**src/rtl/uart_rx_fifo1.sv**
```systemverilog
// uart_rx_fifo1: 8N1 UART receiver with a one-entry valid/ready holding register.
// The rx line is synchronized through two flops. A down-counter is reloaded at
// each bit so that the line is sampled at the midpoint of every bit.
// Ports:
//   clock      system clock
//   reset      asynchronous, active-high reset
//   rx         asynchronous serial line, idles high
//   data       received byte, meaningful while valid=1
//   valid      holding register contains an unconsumed byte
//   ready      consumer takes data when valid && ready at a rising edge
//   frame_err  one-cycle pulse: stop bit sampled low
//   overrun    one-cycle pulse: completed byte dropped, holding register full
module uart_rx_fifo1 #(
  parameter int CLK_DIV = 104
) (
  input  logic       clock,
  input  logic       reset,
  input  logic       rx,
  output logic [7:0] data,
  output logic       valid,
  input  logic       ready,
  output logic       frame_err,
  output logic       overrun
);

  localparam int              CW   = $clog2(CLK_DIV);
  localparam logic [CW-1:0]   FULL = CW'(CLK_DIV - 1);
  localparam logic [CW-1:0]   HALF = CW'(CLK_DIV / 2 - 1);

  typedef enum logic [2:0] {WAIT_HIGH, IDLE, START, DATA, STOP} state_t;

  state_t        r_state;
  logic [CW-1:0] r_cnt;
  logic [2:0]    r_bit_cnt;
  logic [7:0]    r_shift;
  logic          r_sync1, r_sync2;
  logic          w_rx_s;
  logic          w_tick;

  // Synchronizer resets to the idle level so the line looks idle right after reset.
  always_ff @(posedge clock or posedge reset) begin
    if (reset) begin
      r_sync1 <= 1'b1;
      r_sync2 <= 1'b1;
    end else begin
      r_sync1 <= rx;
      r_sync2 <= r_sync1;
    end
  end

  assign w_rx_s = r_sync2;
  assign w_tick = (r_cnt == '0);

  always_ff @(posedge clock or posedge reset) begin
    if (reset) begin
      r_state   <= WAIT_HIGH;
      r_cnt     <= '0;
      r_bit_cnt <= '0;
      r_shift   <= '0;
      data      <= '0;
      valid     <= 1'b0;
      frame_err <= 1'b0;
      overrun   <= 1'b0;
    end else begin
      frame_err <= 1'b0;
      overrun   <= 1'b0;

      // Consumption; a delivery later in this block overrides it.
      if (valid && ready) valid <= 1'b0;

      // Free-running decrement while framing; reloads below take priority.
      if (r_state != IDLE && r_state != WAIT_HIGH) r_cnt <= r_cnt - CW'(1);

      case (r_state)
        WAIT_HIGH: if (w_rx_s) r_state <= IDLE;
        IDLE: begin
          if (!w_rx_s) begin
            r_cnt   <= HALF;
            r_state <= START;
          end
        end
        START: begin
          if (w_tick) begin
            if (w_rx_s) begin
              r_state <= IDLE;            // glitch, not a real start bit
            end else begin
              r_cnt     <= FULL;
              r_bit_cnt <= '0;
              r_state   <= DATA;
            end
          end
        end
        DATA: begin
          if (w_tick) begin
            r_shift <= {w_rx_s, r_shift[7:1]}; // LSB arrives first
            r_cnt   <= FULL;
            if (r_bit_cnt == 3'd7) r_state <= STOP;
            else                   r_bit_cnt <= r_bit_cnt + 3'd1;
          end
        end
        STOP: begin
          if (w_tick) begin
            if (w_rx_s) begin
              // Re-arm at mid stop bit so back-to-back frames are not missed.
              r_state <= IDLE;
              if (!valid || ready) begin
                data  <= r_shift;
                valid <= 1'b1;
              end else begin
                overrun <= 1'b1;
              end
            end else begin
              frame_err <= 1'b1;
              r_state   <= WAIT_HIGH;
            end
          end
        end
        default: r_state <= WAIT_HIGH;
      endcase
    end
  end

endmodule
```
**config.mk**
```make
export PLATFORM = sky130hd
export DESIGN_NAME = uart_rx_fifo1
export DESIGN_NICKNAME = d
export VERILOG_FILES = /design/src/rtl/uart_rx_fifo1.sv
export SDC_FILE = /design/constraint.sdc
export NUM_CORES = 1
export LEC_CHECK = 0
export CAP_MARGIN = 10
export CORE_UTILIZATION = 43
export CTS_CLUSTER_DIAMETER = 40
export DETAILED_ROUTE_END_ITERATION = 7
export GPL_TIMING_DRIVEN = 1
export PLACE_DENSITY = 0.72
export SYNTH_ARGS = -nofsm -noshare
export SYNTH_HDL_FRONTEND = slang
export SYNTH_SLANG_ARGS = --single-unit
```
**constraint.sdc**
```tcl
create_clock -name clock -period 3 [get_ports clock]
set_clock_uncertainty 0.2 [all_clocks]
set_input_delay 0.6 -clock clock [delete_from_list [all_inputs] [get_ports clock]]
set_output_delay 0.6 -clock clock [all_outputs]
set_load 0.01 [all_outputs]
```
== Yosys cells after proc, flatten, opt, wreduce, memory -nomap -nowiden ==
Cells that the tools add are included.

* Register bits after elaboration: 34
* Bits of input ports: 4
* Output and inout bits: 11
* Word-level logic and storage cells: 70

* $add $sub $neg: 2
* Equality and inequality tests: 14
* Mux-type cells: 32
* Reductions and logical operators: 12

{| class="wikitable"
|+ Operator list
! kind !! number
|-
| 2-to-1 mux 7 bit || 5
|-
| 2-to-1 mux 3 bit || 10
|-
| case mux 7 bit (3 select lines) || 1
|-
| != test 2 bit, second input constant || 8
|-
| case mux 3 bit (5 select lines) || 1
|-
| 2-to-1 mux 1 bit || 13
|-
| zero test 7 bit || 1
|-
| subtractor 7 x 1 -> 7 bit, second input constant || 1
|-
| equality test 3 x 2 -> 1 bit, second input constant || 2
|-
| equality test 3 bit, second input constant || 2
|-
| case mux 3 bit (2 select lines) || 1
|-
| AND reduction 6 bit || 1
|-
| AND reduction 5 bit || 1
|-
| AND reduction 4 bit || 1
|-
| adder 3 x 1 -> 3 bit, second input constant || 1
|-
| equality test 3 x 1 -> 1 bit, second input constant || 1
|-
| zero test 3 bit || 1
|-
| != test 3 x 1 -> 1 bit, second input constant || 1
|-
| nonzero test 3 bit || 1
|-
| logical AND 1 bit || 2
|-
| 2-to-1 mux 2 bit || 1
|-
| AND reduction 2 bit || 1
|-
| nonzero test 2 bit || 1
|-
| zero test 1 bit || 1
|-
| logical OR 1 bit || 1
|}

== Logic depth before layout (Yosys ltp) ==
* Depth in word-level cells: 6
* Gate-level depth with buffers: 8
* Gate-level depth less buffers: 6

== Worst setup path before layout ==
No wires, ideal clock.

* Kind: reg-to-reg
* Start point: register r_cnt[0]
* End point: register data[0]
* Library setup time: 0.125 ns
* Arrival: 1.750 ns
* Data required time: 2.675 ns
* Path slack: 0.925 ns
* Stages on the path, launching flop included: 9
* Path buffers: 2
* Period minus slack after synthesis: 2.075 ns
* Cell sequence: dfrtp_1 -> inv_1 -> ha_1 -> nor4b_2 -> and2_1 -> buf_4 -> and4_4 -> buf_12 -> mux2_4

* Longest elaborated chain between the ends: 2

{| class="wikitable"
|+ RTL lines
! what !! line !! RTL
|-
| start, declared || 33 || <nowiki>logic [CW-1:0] r_cnt;</nowiki>
|-
| start signal, assigned || 72 || <nowiki>if (r_state != IDLE && r_state != WAIT_HIGH) r_cnt <= r_cnt - CW'(1);</nowiki>
|-
| zero test 7 bit || 52 || <nowiki>assign w_tick = (r_cnt == '0);</nowiki>
|-
| AND reduction 4 bit (no line) || n/a ||
|-
| end signal, assigned || 107 || <nowiki>data <= r_shift;</nowiki>
|-
| end, declared || 19 || <nowiki>output logic [7:0] data,</nowiki>
|}

Every way passes these cells.
A chain may end at the register's enable or synchronous reset.

== Worst setup path after layout ==
Ends and elaborated chain as after synthesis.

==> flow_metrics.py <==
metrics = {
    "sta": {
        "setup_viol": 0,
        "whs_ps": 165.7,
        "max_freq_mhz": 451.8,
        "fin_crit_ps": 2213,
        "tns_ps": 0,
        "hold_viol_final": 0,
        "relSlewSlack": 0.7031,
        "fin_crit_sh": 0.7378,
        "grt_setup_unrepaired": "no",
        "slew_violations": 0,
        "tightest_slew_ps": 445.4,
    },
    "worst_setup_path": {
        "cp.required_ps": 2980,
        "crit_type": "register to register",
        "reg2reg_slack_ps": 790,
        "timing.rr.start": "r_cnt[0]$_DFF_PP0_",
        "timing.rr.end": "data[0]$_DFFE_PP0P_",
        "path_max_fanout": 8,
        "crit_path_start_kind": "register",
        "cp.arrival_ps": 2200,
        "ff2ff_path_depth": 6,
        "endpoint_kind": "register",
    },
    "cts": {
        "post_cts_buffers": 0,
        "clock_latency_ps": 300,
        "holdBufCountCts": 0,
        "cts_sinks": 34,
        "cts_resized": 0,
        "cts_max_path_buffers": 2,
        "clockRootBuffer": "clkbuf_8",
        "clk_pin_slew_worst_paths_ps": 70,
        "cts_made_buffers": 5,
        "tritoncts": "done",
        "htreeDepth": 2,
    },
    "final_layout": {
        "antenna_cells": 0,
        "ff_latch_area_um2": 853.3,
        "nets": 157,
        "fin_util": 0.5503,
        "area_growth_pct": 19.40,
        "final.fill_count": 303,
        "final_cell_mix": "dfrtp_1, clkdlybuf4s50_1, nand2_1",
        "multi_input_area_um2": 679.4,
        "layout_commonest_cell": "dfrtp_1",
        "final_layout_size_suffix_gt1_frac": 0.2067,
    },
    "floorplan": {
        "die_h_um": 62.74,
        "start_util": 0.4609,
        "die_width_um": 62.74,
        "core_area_um2": 3442,
        "rows": 21,
        "io_pins": 15,
        "die-area_um2": 3936,
    },
    "min_path": {
        "min_to": "r_sync2$_DFF_PP1_",
        "hold_path.class": "register to register",
        "hold_depth": 0,
        "hold_start": "r_sync1$_DFF_PP1_",
    },
    "logic_synthesis": {
        "yosys_warnings": 0,
        "syn_area_um2": 1587,
        "syn_nets": 139,
        "yosysUniqueCellTypes": 38,
        "ys_seq_area_frac": 0.5379,
        "synth_seq_cells": 34,
        "synth_edf_count": 0,
        "synth_area_leaders": "dfrtp_1, mux2_4, mux2_2, dfstp_2, ha_1",
        "yosysTopAreaCell": "dfrtp_1",
        "syn_inst": 131,
        "syn_area_per_cell_um2": 12.11,
        "synthFlopType": "dfrtp_1",
        "synth_top_area_share": 0.5047,
        "synthArstFlopShare": 1.000,
    },
    "place": {
        "gp_congestion": 0.8258,
        "dpl.hpwl_mm": 1.925,
        "io_buffer_count": 14,
    },
    "global_routing": {
        "antenna_found_initial": 0,
        "grt-ovfl-total": 0,
        "first_global_vias": 1069,
        "grt_pass1_wl_mm": 4.926,
        "grt_usage": 0.1656,
        "grt_max_degree": 35,
    },
    "drt": {
        "vias_per_cell": 5.255,
        "dr.pass1.iters": 4,
        "drc": 0,
        "wl_per_cell_um": 13.94,
        "drt_wl_total_mm": 2.733,
        "antenna_left": 0,
        "vias": 1030,
        "drt-initial-drc-count": 50,
    },
    "pwr": {
        "leakage_nw": 0.8593,
        "vdd_drop_max_mv": 0.2576,
        "power_density_nw_per_um2": 734.0,
    },
    "run": {
        "drv_cap": 0,
    },
    "run_status": {
        "status": "complete, no violations",
    },
}
[routing by layer]
| metal | vias to the layer above | share of wire | GRT usage |
|---|---|---|---|
| met4 | 0 | 0.018 | 0.07267 |
| met5 | - | 0 | 0 |
| met1 | 505 | 0.44 | 0.1957 |
| met2 | 16 | 0.50 | 0.2663 |
| li1 | 501 | - | - |
| met3 | 8 | 0.041 | 0.06387 |
[sequential cells by signal, indices dropped and copies added (netlist names)]
register   count
r_bit_cnt      3
r_shift        8
valid          1
r_cnt          7
frame_err      1
r_state        3
overrun        1
r_sync2        1
r_sync1        1
data           8
[worst max path at each step]
stage	from	endpoint	slack [ps]	cells past startpoint
6_report	r_cnt[0]$_DFF_PP0_	data[0]$_DFFE_PP0P_	790	6
5_1_grt	r_cnt[0]$_DFF_PP0_	data[4]$_DFFE_PP0P_	660	6
3_3_place_gp	ready	data[5]$_DFFE_PP0P_	830	4
4_1_cts	r_cnt[0]$_DFF_PP0_	data[0]$_DFFE_PP0P_	790	6
3_5_place_dp	ready	data[0]$_DFFE_PP0P_	780	4
2_1_floorplan	r_cnt[0]$_DFF_PP0_	data[0]$_DFFE_PP0P_	930	8
[critical path, cell delays in order, from the launching register on]
cell and delay (ps):
dfrtp_1 390, inv_1 120, ha_1 150, nor4b_2 270
and2_1 290, and4_4 370, mux2_4 320
[per-stage QoR]
| stage | total power [mW] | cells | setup slack (ps) | instance area [um^2] |
|---|---|---|---|---|
| global route | 1.487 | 196 | 660.1 | 1894 |
| finish | 1.390 | 196 | 786.7 | 1894 |
| global placement | 0.8681 | 188 | 825.6 | 1757 |
| CTS | 1.402 | 196 | 788.2 | 1894 |
| detailed placement | 0.8818 | 188 | 783.5 | 1757 |
| floorplan | 0.8235 | 131 | 925.0 | 1587 |
[where the power goes]
| part | switching [mW] | internal [mW] |
|---|---|---|
| Clock | 0.179 | 0.333 |
| Sequential | 0.0926 | 0.532 |
| Combinational | 0.126 | 0.127 |
| Total | 0.398 | 0.993 |
[cells by family (layout without fill, tap and decap cells)]
group,after synthesis,in the layout,share of synthesized area
buffers and inverters,9,28,0.03392
AND/OR/NAND/NOR,51,51,0.1845
adder cells (fa/ha/maj),4,4,0.03155
multiplexers,16,16,0.1325
XOR/XNOR,6,6,0.03313
flip-flops,34,34,0.5379
AO/OA/AOI/OAI,11,11,0.04654
[cells in the mapped netlist, types with 3 or more instances]
cell type / instances
nor4_1: 4
mux2_2: 8
nand3_1: 7
dfrtp_1: 32
xor2_1: 3
xnor2_1: 3
ha_1: 4
nand2_1: 13
nor2_1: 4
mux2_4: 8
nand2b_1: 5
and2_1: 3
inv_1: 5
[layout make-up]
class | instances | share of cell area
sequential | 34 | 0.4505
multi-input combinational | 88 | 0.3587
timing repair buffer | 15 | 0.07794
clock buffer | 5 | 0.03633
clock inverter | 3 | 0.03633
tap | 46 | 0.03038
inverter | 5 | 0.009908
No activity file was read; power rests on OpenSTA's default activity.
